**src/rtl/change_dispenser.sv**
```systemverilog
// change_dispenser: payout controller for the vending machine.
// Latches credit and price on a select, denies or vends, then pays change
// back as timed coin pulses (largest denomination first) and finally pulses
// clear_credit so the upstream credit counter returns to zero.
//
//   state   | meaning
//   --------+----------------------------------------------------------
//   S_IDLE  | waiting for select or cancel
//   S_CHECK | one cycle: compare latched credit against latched price
//   S_VEND  | vend strobe held for PULSE_CYC cycles
//   S_SEL   | one cycle: pick next coin, or finish when no change left
//   S_PULSE | chosen coin output held for PULSE_CYC cycles
//   S_GAP   | all coin outputs low for GAP_CYC cycles
//   S_FIN   | one cycle: done and clear_credit
module change_dispenser #(
  parameter int unsigned DEN_HI    = 10,
  parameter int unsigned DEN_MID   = 5,
  parameter int unsigned DEN_LO    = 1,
  parameter int unsigned PULSE_CYC = 4,
  parameter int unsigned GAP_CYC   = 2
) (
  input  logic       clk,
  input  logic       reset,
  input  logic [7:0] credit,
  input  logic [7:0] price,
  input  logic       select,
  input  logic       cancel,
  output logic       vend,
  output logic       coin_hi,
  output logic       coin_mid,
  output logic       coin_lo,
  output logic       deny,
  output logic       busy,
  output logic       done,
  output logic       clear_credit,
  output logic [7:0] change_left
);

  typedef enum logic [2:0] {
    S_IDLE, S_CHECK, S_VEND, S_SEL, S_PULSE, S_GAP, S_FIN
  } state_t;

  typedef enum logic [1:0] {C_NONE, C_HI, C_MID, C_LO} coin_t;

  localparam int unsigned T_MAX = (PULSE_CYC > GAP_CYC) ? PULSE_CYC : GAP_CYC;
  localparam int TMR_W = (T_MAX > 1) ? $clog2(T_MAX) : 1;
  localparam logic [TMR_W-1:0] PULSE_LD = TMR_W'(PULSE_CYC - 1);
  localparam logic [TMR_W-1:0] GAP_LD   = TMR_W'(GAP_CYC - 1);
  localparam logic [7:0] HI_V  = 8'(DEN_HI);
  localparam logic [7:0] MID_V = 8'(DEN_MID);
  localparam logic [7:0] LO_V  = 8'(DEN_LO);

  state_t           state, state_nxt;
  coin_t            coin_r, coin_pick;
  logic [7:0]       cred_r, price_r;
  logic [7:0]       coin_val;
  logic [TMR_W-1:0] tmr;
  logic             tmr_tc;
  logic             short_credit;

  assign tmr_tc       = (tmr == '0);
  assign short_credit = (cred_r < price_r);

  // state register
  always_ff @(posedge clk) begin
    if (!reset) state <= S_IDLE;
    else        state <= state_nxt;
  end

  // next-state decode and Moore outputs
  always_comb begin
    state_nxt    = state;
    vend         = 1'b0;
    coin_hi      = 1'b0;
    coin_mid     = 1'b0;
    coin_lo      = 1'b0;
    done         = 1'b0;
    clear_credit = 1'b0;
    busy         = (state != S_IDLE);
    case (state)
      S_IDLE: begin
        if (select)      state_nxt = S_CHECK;
        else if (cancel) state_nxt = S_SEL;
      end
      S_CHECK: begin
        if (short_credit) state_nxt = S_IDLE;
        else              state_nxt = S_VEND;
      end
      S_VEND: begin
        vend = 1'b1;
        if (tmr_tc) state_nxt = S_SEL;
      end
      S_SEL: begin
        if (change_left == 8'd0) state_nxt = S_FIN;
        else                     state_nxt = S_PULSE;
      end
      S_PULSE: begin
        coin_hi  = (coin_r == C_HI);
        coin_mid = (coin_r == C_MID);
        coin_lo  = (coin_r == C_LO);
        if (tmr_tc) state_nxt = S_GAP;
      end
      S_GAP: begin
        if (tmr_tc) state_nxt = S_SEL;
      end
      S_FIN: begin
        done         = 1'b1;
        clear_credit = 1'b1;
        state_nxt    = S_IDLE;
      end
      default: state_nxt = S_IDLE;
    endcase
  end

  // largest coin that still fits into the remaining change
  always_comb begin
    coin_pick = C_LO;
    if (change_left >= HI_V)       coin_pick = C_HI;
    else if (change_left >= MID_V) coin_pick = C_MID;
  end

  // value of the coin currently being paid
  always_comb begin
    coin_val = LO_V;
    case (coin_r)
      C_HI:    coin_val = HI_V;
      C_MID:   coin_val = MID_V;
      default: coin_val = LO_V;
    endcase
  end

  // pulse/gap down-counter: loaded on entry to a timed state, leaves at zero
  always_ff @(posedge clk) begin
    if (!reset) begin
      tmr <= '0;
    end else if ((state_nxt == S_VEND || state_nxt == S_PULSE) && state_nxt != state) begin
      tmr <= PULSE_LD;
    end else if (state_nxt == S_GAP && state != S_GAP) begin
      tmr <= GAP_LD;
    end else if (!tmr_tc) begin
      tmr <= tmr - 1'b1;
    end
  end

  // transaction datapath; deny is registered out of the CHECK compare so it
  // lands in the cycle after CHECK, the same cycle a vend would start
  always_ff @(posedge clk) begin
    if (!reset) begin
      cred_r      <= 8'd0;
      price_r     <= 8'd0;
      change_left <= 8'd0;
      coin_r      <= C_NONE;
      deny        <= 1'b0;
    end else begin
      deny <= 1'b0;
      case (state)
        S_IDLE: begin
          if (select) begin
            cred_r  <= credit;
            price_r <= price;
          end else if (cancel) begin
            cred_r      <= credit;
            change_left <= credit;
          end
        end
        S_CHECK: begin
          if (short_credit) deny <= 1'b1;
          else              change_left <= cred_r - price_r;
        end
        S_SEL: begin
          coin_r <= coin_pick;
        end
        S_PULSE: begin
          if (tmr_tc) change_left <= change_left - coin_val;
        end
        default: ;
      endcase
    end
  end

endmodule

```
**config.mk**
```make
export PLATFORM = sky130hd
export DESIGN_NAME = change_dispenser
export DESIGN_NICKNAME = d
export VERILOG_FILES = /design/src/rtl/change_dispenser.sv
export SDC_FILE = /design/constraint.sdc
export NUM_CORES = 1
export LEC_CHECK = 0
export BUFFER_PORTS_ARGS = -buffer_cell sky130_fd_sc_hd__buf_2
export CAP_MARGIN = 20
export CORE_MARGIN = 4
export CORE_UTILIZATION = 53
export CTS_BUF_LIST = sky130_fd_sc_hd__clkbuf_2
export DETAILED_ROUTE_END_ITERATION = 8
export PLACE_DENSITY = 0.79
export SYNTH_ARGS = -nofsm -noshare
export SYNTH_HDL_FRONTEND = slang
export SYNTH_SLANG_ARGS = --single-unit
export TNS_END_PERCENT = 100
```
**constraint.sdc**
```tcl
create_clock -name clk -period 2 [get_ports clk]
set_clock_uncertainty 0.05 [all_clocks]
set_input_delay 0.3 -clock clk [delete_from_list [all_inputs] [get_ports clk]]
set_output_delay 0.3 -clock clk [all_outputs]
set_load 0.1 [all_outputs]
```
==> results of run 1 <==
[where the power goes]
part           internal, mW  switching (mW)
logic                  1.47            2.42
clock network        0.0934           0.237
registers             0.870           0.212
total                  2.43            2.87
[per-layer routing]
layer  share of wire, %  wire (µm)  up-vias
met2                 47       2770       95
met1                 43       2540     1040
li1                   -          -     1092
met5                  0          0        -
met4                2.4        142        0
met3                6.9        402       17
[sequential cells by signal, summed over array words and instances (netlist names)]
| register | cells |
|---|---|
| change_left | 8 |
| coin_r | 2 |
| cred_r | 8 |
| deny | 1 |
| price_r | 8 |
| state | 3 |
| tmr | 2 |
[worst register-to-register path, stage by stage (launching register included)]
cell	delay [ns]
dfxtp_2	0.35
nand2b_4	0.17
ha_4	0.21
nor2b_2	0.15
o31a_1	0.36
buf_4	0.16
a211oi_1	0.26
a21oi_1	0.08
a31oi_1	0.17
[final cells by class]
class,instances,area share [%]
Clock buffer,7,1.23
Clock inverter,1,0.132
Inverter,14,1.84
Multi-Input combinational cell,218,56.3
Sequential cell,32,23.3
Tap cell,50,2.19
Timing Repair Buffer,59,15.0
[per-stage QoR]
step | cell area, µm² | setup WS [ns] | cells
floorplan | 2270 | 0.00402 | 276
global placement | 2600 | -0.0512 | 362
detailed placement | 2600 | -0.102 | 362
CTS | 2730 | -0.0228 | 378
global route | 2850 | -0.111 | 381
finish | 2850 | -0.0324 | 381
[timing repair]
| action | in CTS | in global routing |
|---|---|---|
| buffers inserted | 7 | 4 |
| cloned | 1 | 0 |
| pin swaps | 4 | 14 |
| resized for setup | 14 | 23 |
| endpoints found under the setup margin | 14 | 15 |
| endpoints found under the hold margin | 0 | 0 |
[kinds of logic (layout without fill, tap and decap cells)]
logic type / Yosys count / count (layout) / synth area share, %
AND/OR/NAND/NOR: 112 / 112 / 26.4
AO/OA/AOI/OAI: 85 / 86 / 27.8
flip-flops: 32 / 32 / 28.9
buffers and inverters: 27 / 81 / 5.60
adder cells (fa/ha/maj): 15 / 15 / 9.16
XOR/XNOR: 3 / 3 / 1.19
multiplexers: 2 / 2 / 0.961
[final timing paths]
path,endpoint,start,cells past startpoint
setup / recovery,change_left[3],coin_r[1],8
hold / removal,price_r[4],price[4],3
setup reg to reg,change_left[3],coin_r[1],8
hold reg to reg,cred_r[0],cred_r[0],2
[layout by cell type (no fill, tap or decap), drive strengths merged, types with 3 or more instances in the layout]
cell type,n
a211oi,4
a21boi,22
a21oi,12
buf,57
clkbuf,9
dfxtp,32
ha,13
inv,14
nand2,52
nand2b,5
nand3,7
nor2,17
nor2b,6
nor3,4
nor3b,6
o211a,5
o211ai,3
o21a,4
o21ai,14
o22ai,4
o31a,3
o31ai,3
xnor2,3
==> flow_summary.yaml, run 1 <==
logic_synthesis:
  synth_top_area_share_pct: 28.9
  synth_top_cell_by_area: "dfxtp_1"
  syn-num-nets: 311
  async_flop_share_pct: 0
  synth-seq-area-share_pct: 28.9
  ys_warn_count: 0
  yosys_register_bits: 32
  synth_area_per_cell_um2: 8.02
  synth_area_um2: 2210
  synth.most_common_cell: "nand2_1"
  yosys-top-cells-count: "nand2_1 (52), dfxtp_1 (32), a21boi_0 (20), nor2_1 (16), inv_1 (14)"
  synth-edff-count: 0
  synth_ff_type: "dfxtp_1"
  postSynthCellCount: 276
  synth_cell_type_count: 56
  synthTopCellsByArea: "dfxtp_1 (29%), nand2_1 (8.8%), ha_1 (7.3%)"
global_route:
  use_met2_pct: 37.3
  grt_max_degree: 35
  grt.busiest_layer: "met2"
  antenna_found_initial: 0
  grt_pass1_vias: 2092
  grtUsageTotal_pct: 23.2
  grt_pass1_wl_um: 9600
  grt_overflow_total: 0
  met1_usage_pct: 30.6
  gr-usage-met3_pct: 4.96
power_and_ir_drop:
  p_leak_nw: 1.21
  power_mw: 5.30
  cellPowerDensity_nw_per_um2: 1860
  worst_ir_drop_vdd_uv: 1920
setup_path:
  crit_family: "compound AO/OA/AOI/OAI gates"
  endpoint_kind: "flop"
  cp.required_ns: 2.28
  criticalPathCategory: "flop to flop"
  critPathMaxStageDelay_ns: 0.36
  start_kind: "flop"
  worstPathBufferInverterCount: 1
  rrSetupSlack_ns: -0.03
  worstPathCellList: "nand2b_4 -> ha_4 -> nor2b_2 -> o31a_1 -> buf_4 -> a211oi_1 -> a21oi_1 -> a31oi_1"
  slowest_stage: "o31a_1"
  critPathArrivalTime_ns: 2.31
  crit_fanout: 5
timing:
  drv_slew: 0
  fin_tns_setup_ns: -0.0586
  layout_setup_ws_ns: -0.0324
  fin_crit_ns: 2.03
  tightestPinTransition_ns: 0.628
  finalSetupViolCount: 2
  hold_violations: 0
  max_freq_mhz: 492
  rsz0062_at_grt: "yes"
  worst_hold_slack_ns: 0.0819
  max_slew_margin_pct: 57.9
  fin_crit_sh_pct: 102
floorplan:
  die_w_um: 72.6
  dieArea_um2: 5270
  initial_core_util_pct: 54.9
  die_h_um: 72.6
  design.core.area_um2: 4030
  rows: 23
  pin_count: 36
clock_tree:
  cts_tree: "yes"
  clock_sinks: 32
  ctsHoldBuffers: 0
  clock_latency_ns: 0.41
  clk_pin_slew_worst_paths_ns: 0.16
  cts-buffers-inserted: 5
  h-tree-depth: 2
  cts_root_buf: "clkbuf_2"
  clockBufferDepth: 2
finish:
  post-route-util_pct: 70.8
  antenna_cells: 0
  multiInputGateArea_um2: 1610
  drive_gt1_share_pct: 34.7
  area_delta_synth_final_pct: 28.8
  register_area_um2: 666
  final_net_count: 365
  nFillCells: 336
drt:
  num_vias: 2244
  ant_nets: 0
  drt_wl_total_um: 5850
  via_per_inst: 5.89
  drt_iter0_markers: 203
  drtPass1Iterations: 4
  wire_per_inst_um: 15.4
  drc: 0
place:
  hpwlAfterDp_um: 3960
  port_buffers: 35
  gp_congestion: 0.876
outcome:
  outcome: "finished, violations left"
  violations: "negative setup slack"
job:
  drv_cap: 0
min_path:
  min_path_type: "primary input to flop"
No activity file was read; power rests on OpenSTA's default activity.
==> run 2: changes to the inputs <==
==> constraint.sdc (replaced) <==
create_clock -name clk -period 2 [get_ports clk]
set_clock_uncertainty 0.05 [all_clocks]
set_input_delay 0.3 -clock clk [delete_from_list [all_inputs] [get_ports clk]]
set_output_delay 0.3 -clock clk [all_outputs]
set_load 0.05 [all_outputs]
==> flow_summary.yaml, run 2 (synthesis gave the netlist of run 1 again) <==
power_and_ir_drop:
  cellPowerDensity_nw_per_um2: 1740
  worst_ir_drop_vdd_uv: 1300
  p_sw_mw: 2.39
  switching_share_pct: 50.1
  p_clk_share_pct: 9.4
  combPwrFrac_pct: 68.6
  p_leak_nw: 1.17
  internal-power_mw: 2.38
  p_seq_share_pct: 21.9
drt:
  num_vias: 2196
  wl_met2_um: 2580
  highest-signal-layer: "met4"
  drt_iter0_markers: 218
  wl_met3_um: 344
  wl_met1_um: 2540
  drc: 0
  wire_per_inst_um: 14.9
  ant_nets: 0
  via_per_inst: 5.81
  drt_wl_total_um: 5650
  drtPass1Iterations: 4
finish:
  final_area_um2: 2730
  antenna_cells: 0
  final_net_count: 362
  final_common_cell: "nand2_1"
  drive_gt1_share_pct: 30.8
  final_cell_mix: "nand2_1 (52), buf_2 (32), dfxtp_1 (25)"
  post-route-util_pct: 67.8
  area_delta_synth_final_pct: 23.5
  top_regs: "change_left: 8 flops, cred_r: 8 flops, price_r: 8 flops"
  nFillCells: 341
global_route:
  grtUsageTotal_pct: 22.9
  grt_overflow_total: 0
  antenna_found_initial: 0
  grt_pass1_vias: 2123
  grt_max_degree: 35
  grt_pass1_wl_um: 9450
timing:
  max_slew_margin_pct: 59.8
  hold_violations: 0
  tightestPinTransition_ns: 0.599
  layout_setup_ws_ns: -0.0335
  fin_crit_sh_pct: 102
  drv_slew: 0
  rsz0062_at_grt: "yes"
  fin_tns_setup_ns: -0.0995
  fin_crit_ns: 2.03
  max_freq_mhz: 492
  finalSetupViolCount: 5
setup_path:
  r2r-start: "cred_r[0]"
  cp.required_ns: 2.28
  r2r-end: "change_left[3]"
  crit_fanout: 8
  criticalPathCategory: "flop to flop"
  critPathArrivalTime_ns: 2.31
  rrSetupSlack_ns: -0.03
  endpoint_kind: "flop"
  ff2ff_path_depth: 9
  start_kind: "flop"
min_path:
  min_path_type: "primary input to flop"
  holdPathStages: 3
  hold_end: "cred_r[0]"
  min_from: "credit[0]"
clock_tree:
  clk_pin_slew_worst_paths_ns: 0.19
  h-tree-depth: 2
  cts-buffers-inserted: 5
  clockBufferDepth: 2
  cts_tree: "yes"
  clock_sinks: 32
  clock_latency_ns: 0.41
  cts_root_buf: "clkbuf_2"
floorplan:
  initial_core_util_pct: 54.9
  design.core.area_um2: 4030
  dieArea_um2: 5270
  rows: 23
  die_h_um: 72.6
  pin_count: 36
  die_w_um: 72.6
place:
  gp_congestion: 0.828
  place_area_um2: 2530
  hpwlAfterDp_um: 4090
  port_buffers: 35
outcome:
  violations: "negative setup slack"
  outcome: "finished, violations left"
job:
  drv_cap: 0
## run 2: stage by stage
step / power [mW] / setup WS (ns) / cells / hold slack (ns)
2_1_floorplan: 3.30 / 0.00341 / 276 / 0.377
3_3_place_gp: 3.95 / -0.0315 / 365 / 0.401
3_5_place_dp: 4.03 / -0.0873 / 365 / 0.410
4_1_cts: 4.58 / -0.0406 / 374 / 0.0436
5_1_grt: 5.12 / -0.136 / 378 / 0.0479
6_report: 4.76 / -0.0335 / 378 / 0.0560
## run 2: power by group through the flow
stage	Combinational, mW	Sequential, mW	Clock, mW
3_5_place_dp	2.99	1.04	0
3_3_place_gp	2.92	1.03	0
4_1_cts	3.09	1.03	0.456
6_report	3.27	1.05	0.449
2_1_floorplan	2.01	1.29	0
5_1_grt	3.57	1.08	0.479
## run 2: final cells by class
cell class	count	area, µm²	share of cell area, %
inverters	14	52.6	1.92
clock inverters	3	37.5	1.37
flip-flops and latches	32	649	23.8
repair buffers	56	348	12.7
multi-input cells	218	1560	57.0
clock buffers	5	25.0	0.916
well taps	50	62.6	2.29
## run 2: worst max-delay path, stage by stage (launching register included)
cell      delay [ns]
dfxtp_2         0.36
inv_2           0.05
ha_4            0.12
inv_2           0.03
fa_2            0.36
a211oi_4        0.28
o21ai_2         0.10
a32o_2          0.34
o21ai_0         0.18
a31oi_1         0.06
## run 2: what timing repair did
| item | 4_1_cts | 5_1_grt |
|---|---|---|
| setup buffers | 0 | 4 |
| pin swaps | 6 | 8 |
| cloned | 1 | 0 |
| hold endpoints to repair | 0 | 0 |
| setup endpoints to repair | 13 | 15 |
| gates resized for setup | 11 | 18 |
| hold buffers | 0 | 0 |
## run 2: worst max path at each step
stage | start | to | slack, ns
floorplan | change_left[0] | change_left[1] | 0.003
CTS | cred_r[0] | change_left[4] | -0.04
detailed placement | cred_r[0] | change_left[3] | -0.09
global placement | cred_r[0] | change_left[4] | -0.03
global route | cred_r[0] | change_left[4] | -0.14
finish | cred_r[0] | change_left[3] | -0.03
## run 2: per-layer routing
metal  up-vias  global-route usage (%)
met5         -                       0
met4         0                    11.7
met3        16                    5.37
met2        72                    35.1
met1      1022                    29.9
li1       1086                       -
==> run 3: changes to the inputs <==
--- a/config.mk
+++ b/config.mk
@@ -12,6 +12,7 @@
 export CTS_BUF_LIST = sky130_fd_sc_hd__clkbuf_2
 export DETAILED_ROUTE_END_ITERATION = 8
 export PLACE_DENSITY = 0.79
+export SETUP_SLACK_MARGIN = 0.5
 export SYNTH_ARGS = -nofsm -noshare
 export SYNTH_HDL_FRONTEND = slang
 export SYNTH_SLANG_ARGS = --single-unit
==> flow_summary.yaml, run 3 (synthesis gave the netlist of run 1 again) <==
outcome:
  outcome: "finished, violations left"
  violations: "negative setup slack"
power_and_ir_drop:
  internal-power_mw: 2.51
  p_clk_share_pct: 6.5
  p_leak_nw: 1.26
  combPwrFrac_pct: 72.2
  p_sw_mw: 2.50
  switching_share_pct: 50.0
  cellPowerDensity_nw_per_um2: 1680
  p_seq_share_pct: 21.3
  worst_ir_drop_vdd_uv: 1160
timing:
  max_slew_margin_pct: 62.3
  finalSetupViolCount: 2
  fin_crit_sh_pct: 102
  tightestPinTransition_ns: 0.565
  rsz0062_at_grt: "yes"
  fin_crit_ns: 2.03
  layout_setup_ws_ns: -0.0328
  max_freq_mhz: 492
  drv_slew: 0
  hold_violations: 0
  fin_tns_setup_ns: -0.0388
finish:
  top_regs: "change_left: 8 flops, cred_r: 8 flops, price_r: 8 flops"
  multiInputGateArea_um2: 1610
  register_area_um2: 663
  final_net_count: 378
  final_area_um2: 2980
  nFillCells: 313
  area_delta_synth_final_pct: 34.6
  final_cell_mix: "nand2_1 (42), buf_4 (27), buf_2 (24)"
  antenna_cells: 0
  final_common_cell: "nand2_1"
  drive_gt1_share_pct: 39.4
floorplan:
  die_h_um: 72.6
  rows: 23
  initial_core_util_pct: 54.9
  design.core.area_um2: 4030
  dieArea_um2: 5270
  die_w_um: 72.6
  pin_count: 36
drt:
  wire_per_inst_um: 15.4
  ant_nets: 0
  via_per_inst: 5.90
  drc: 0
  num_vias: 2317
  drtPass1Iterations: 5
  drt_wl_total_um: 6040
  drt_iter0_markers: 190
setup_path:
  criticalPathCategory: "flop to flop"
  crit_family: "simple AND/OR/NAND/NOR gates"
  critPathArrivalTime_ns: 2.29
  slowest_stage: "dfxtp_1"
  endpoint_kind: "flop"
  cp.required_ns: 2.26
  critPathMaxStageDelay_ns: 0.36
  worstPathCellList: "nand2b_2 -> ha_1 -> nor2b_1 -> o31a_1 -> o41ai_2 -> nor3_1 -> o22ai_1"
  worstPathBufferInverterCount: 0
  crit_fanout: 5
  start_kind: "flop"
global_route:
  grt_overflow_total: 0
  grtUsageTotal_pct: 24.1
  grt_max_degree: 35
  grt_pass1_vias: 2182
  antenna_found_initial: 0
  grt_pass1_wl_um: 9980
job:
  drv_cap: 0
place:
  gp_congestion: 0.814
  hpwlAfterDp_um: 4030
  port_buffers: 35
  place_area_um2: 2580
clock_tree:
  clock_latency_ns: 0.40
  clock_sinks: 32
  cts_root_buf: "clkbuf_2"
  cts-buffers-inserted: 5
  ctsHoldBuffers: 0
  cts_tree: "yes"
  clk_pin_slew_worst_paths_ns: 0.19
  h-tree-depth: 2
  clockBufferDepth: 2
min_path:
  min_path_type: "primary input to flop"
[run 3: cell types whose count changed in the layout (fill, tap and decap cells not counted), moves of 3 or more]
cell,change
a21boi_0,-10
clkbuf_4,+4
buf_6,+7
dfxtp_1,-5
buf_8,+7
dfxtp_4,+3
nor2_4,+4
buf_4,+5
nand2_2,+10
buf_2,-8
nand2_1,-10
a21boi_1,+8
[run 3: area by class of cell]
class                           instances  area share [%]
Sequential cell                        32            22.3
Timing Repair Buffer                   71            18.8
Clock buffer                            6            1.01
Inverter                               14            1.76
Tap cell                               50            2.10
Multi-Input combinational cell        219            53.9
Clock inverter                          1           0.168
[run 3: stage by stage]
step	utilization, %	hold slack, ns	cells	power (mW)	worst slack, ns
final	73.9	0.0797	393	5.01	-0.0328
after global routing	73.9	0.0381	393	5.39	-0.111
after CTS	70.7	0.0775	388	4.72	-0.00720
after detailed placement	64.0	0.409	366	4.05	-0.0676
after global placement	64.0	0.401	366	3.98	-0.0150
after floorplan	-	0.377	276	3.37	0.00393
[run 3: repair_timing]
| item | in CTS | in global routing |
|---|---|---|
| endpoints found under the setup margin | 36 | 42 |
| pin swaps | 14 | 14 |
| gates cloned | 2 | 0 |
| setup buffers | 13 | 5 |
| resized for setup | 42 | 36 |
[run 3: worst paths after layout]
| kind | cells after the start | start | slack (ns) | to |
|---|---|---|---|---|
| setup / recovery | 7 | coin_r[1] | -0.03 | change_left[7] |
| hold / removal | 3 | price[6] | 0.08 | price_r[6] |
| setup reg to reg | 7 | coin_r[1] | -0.03 | change_left[7] |
| hold reg to reg | 2 | price_r[1] | 0.42 | price_r[1] |
[run 3: power groups by stage]
stage	registers, mW	logic, mW	clock network, mW
finish	1.07	3.62	0.325
global route	1.10	3.93	0.363
floorplan	1.31	2.06	0
CTS	1.05	3.34	0.328
global placement	1.06	2.92	0
detailed placement	1.08	2.98	0
[run 3: worst reg2reg max path, cell delays in order, from the launching register on]
cell and delay, ns:
dfxtp_1 0.36, nand2b_2 0.22, ha_1 0.29, nor2b_1 0.19, o31a_1 0.29, o41ai_2 0.10
nor3_1 0.31, o22ai_1 0.14
[run 3: routing by layer]
metal / part of all wire, % / track usage, %
met1: 43 / 31.8
met2: 48 / 39.2
met3: 7.1 / 5.65
met4: 2.1 / 7.38
met5: 0 / 0
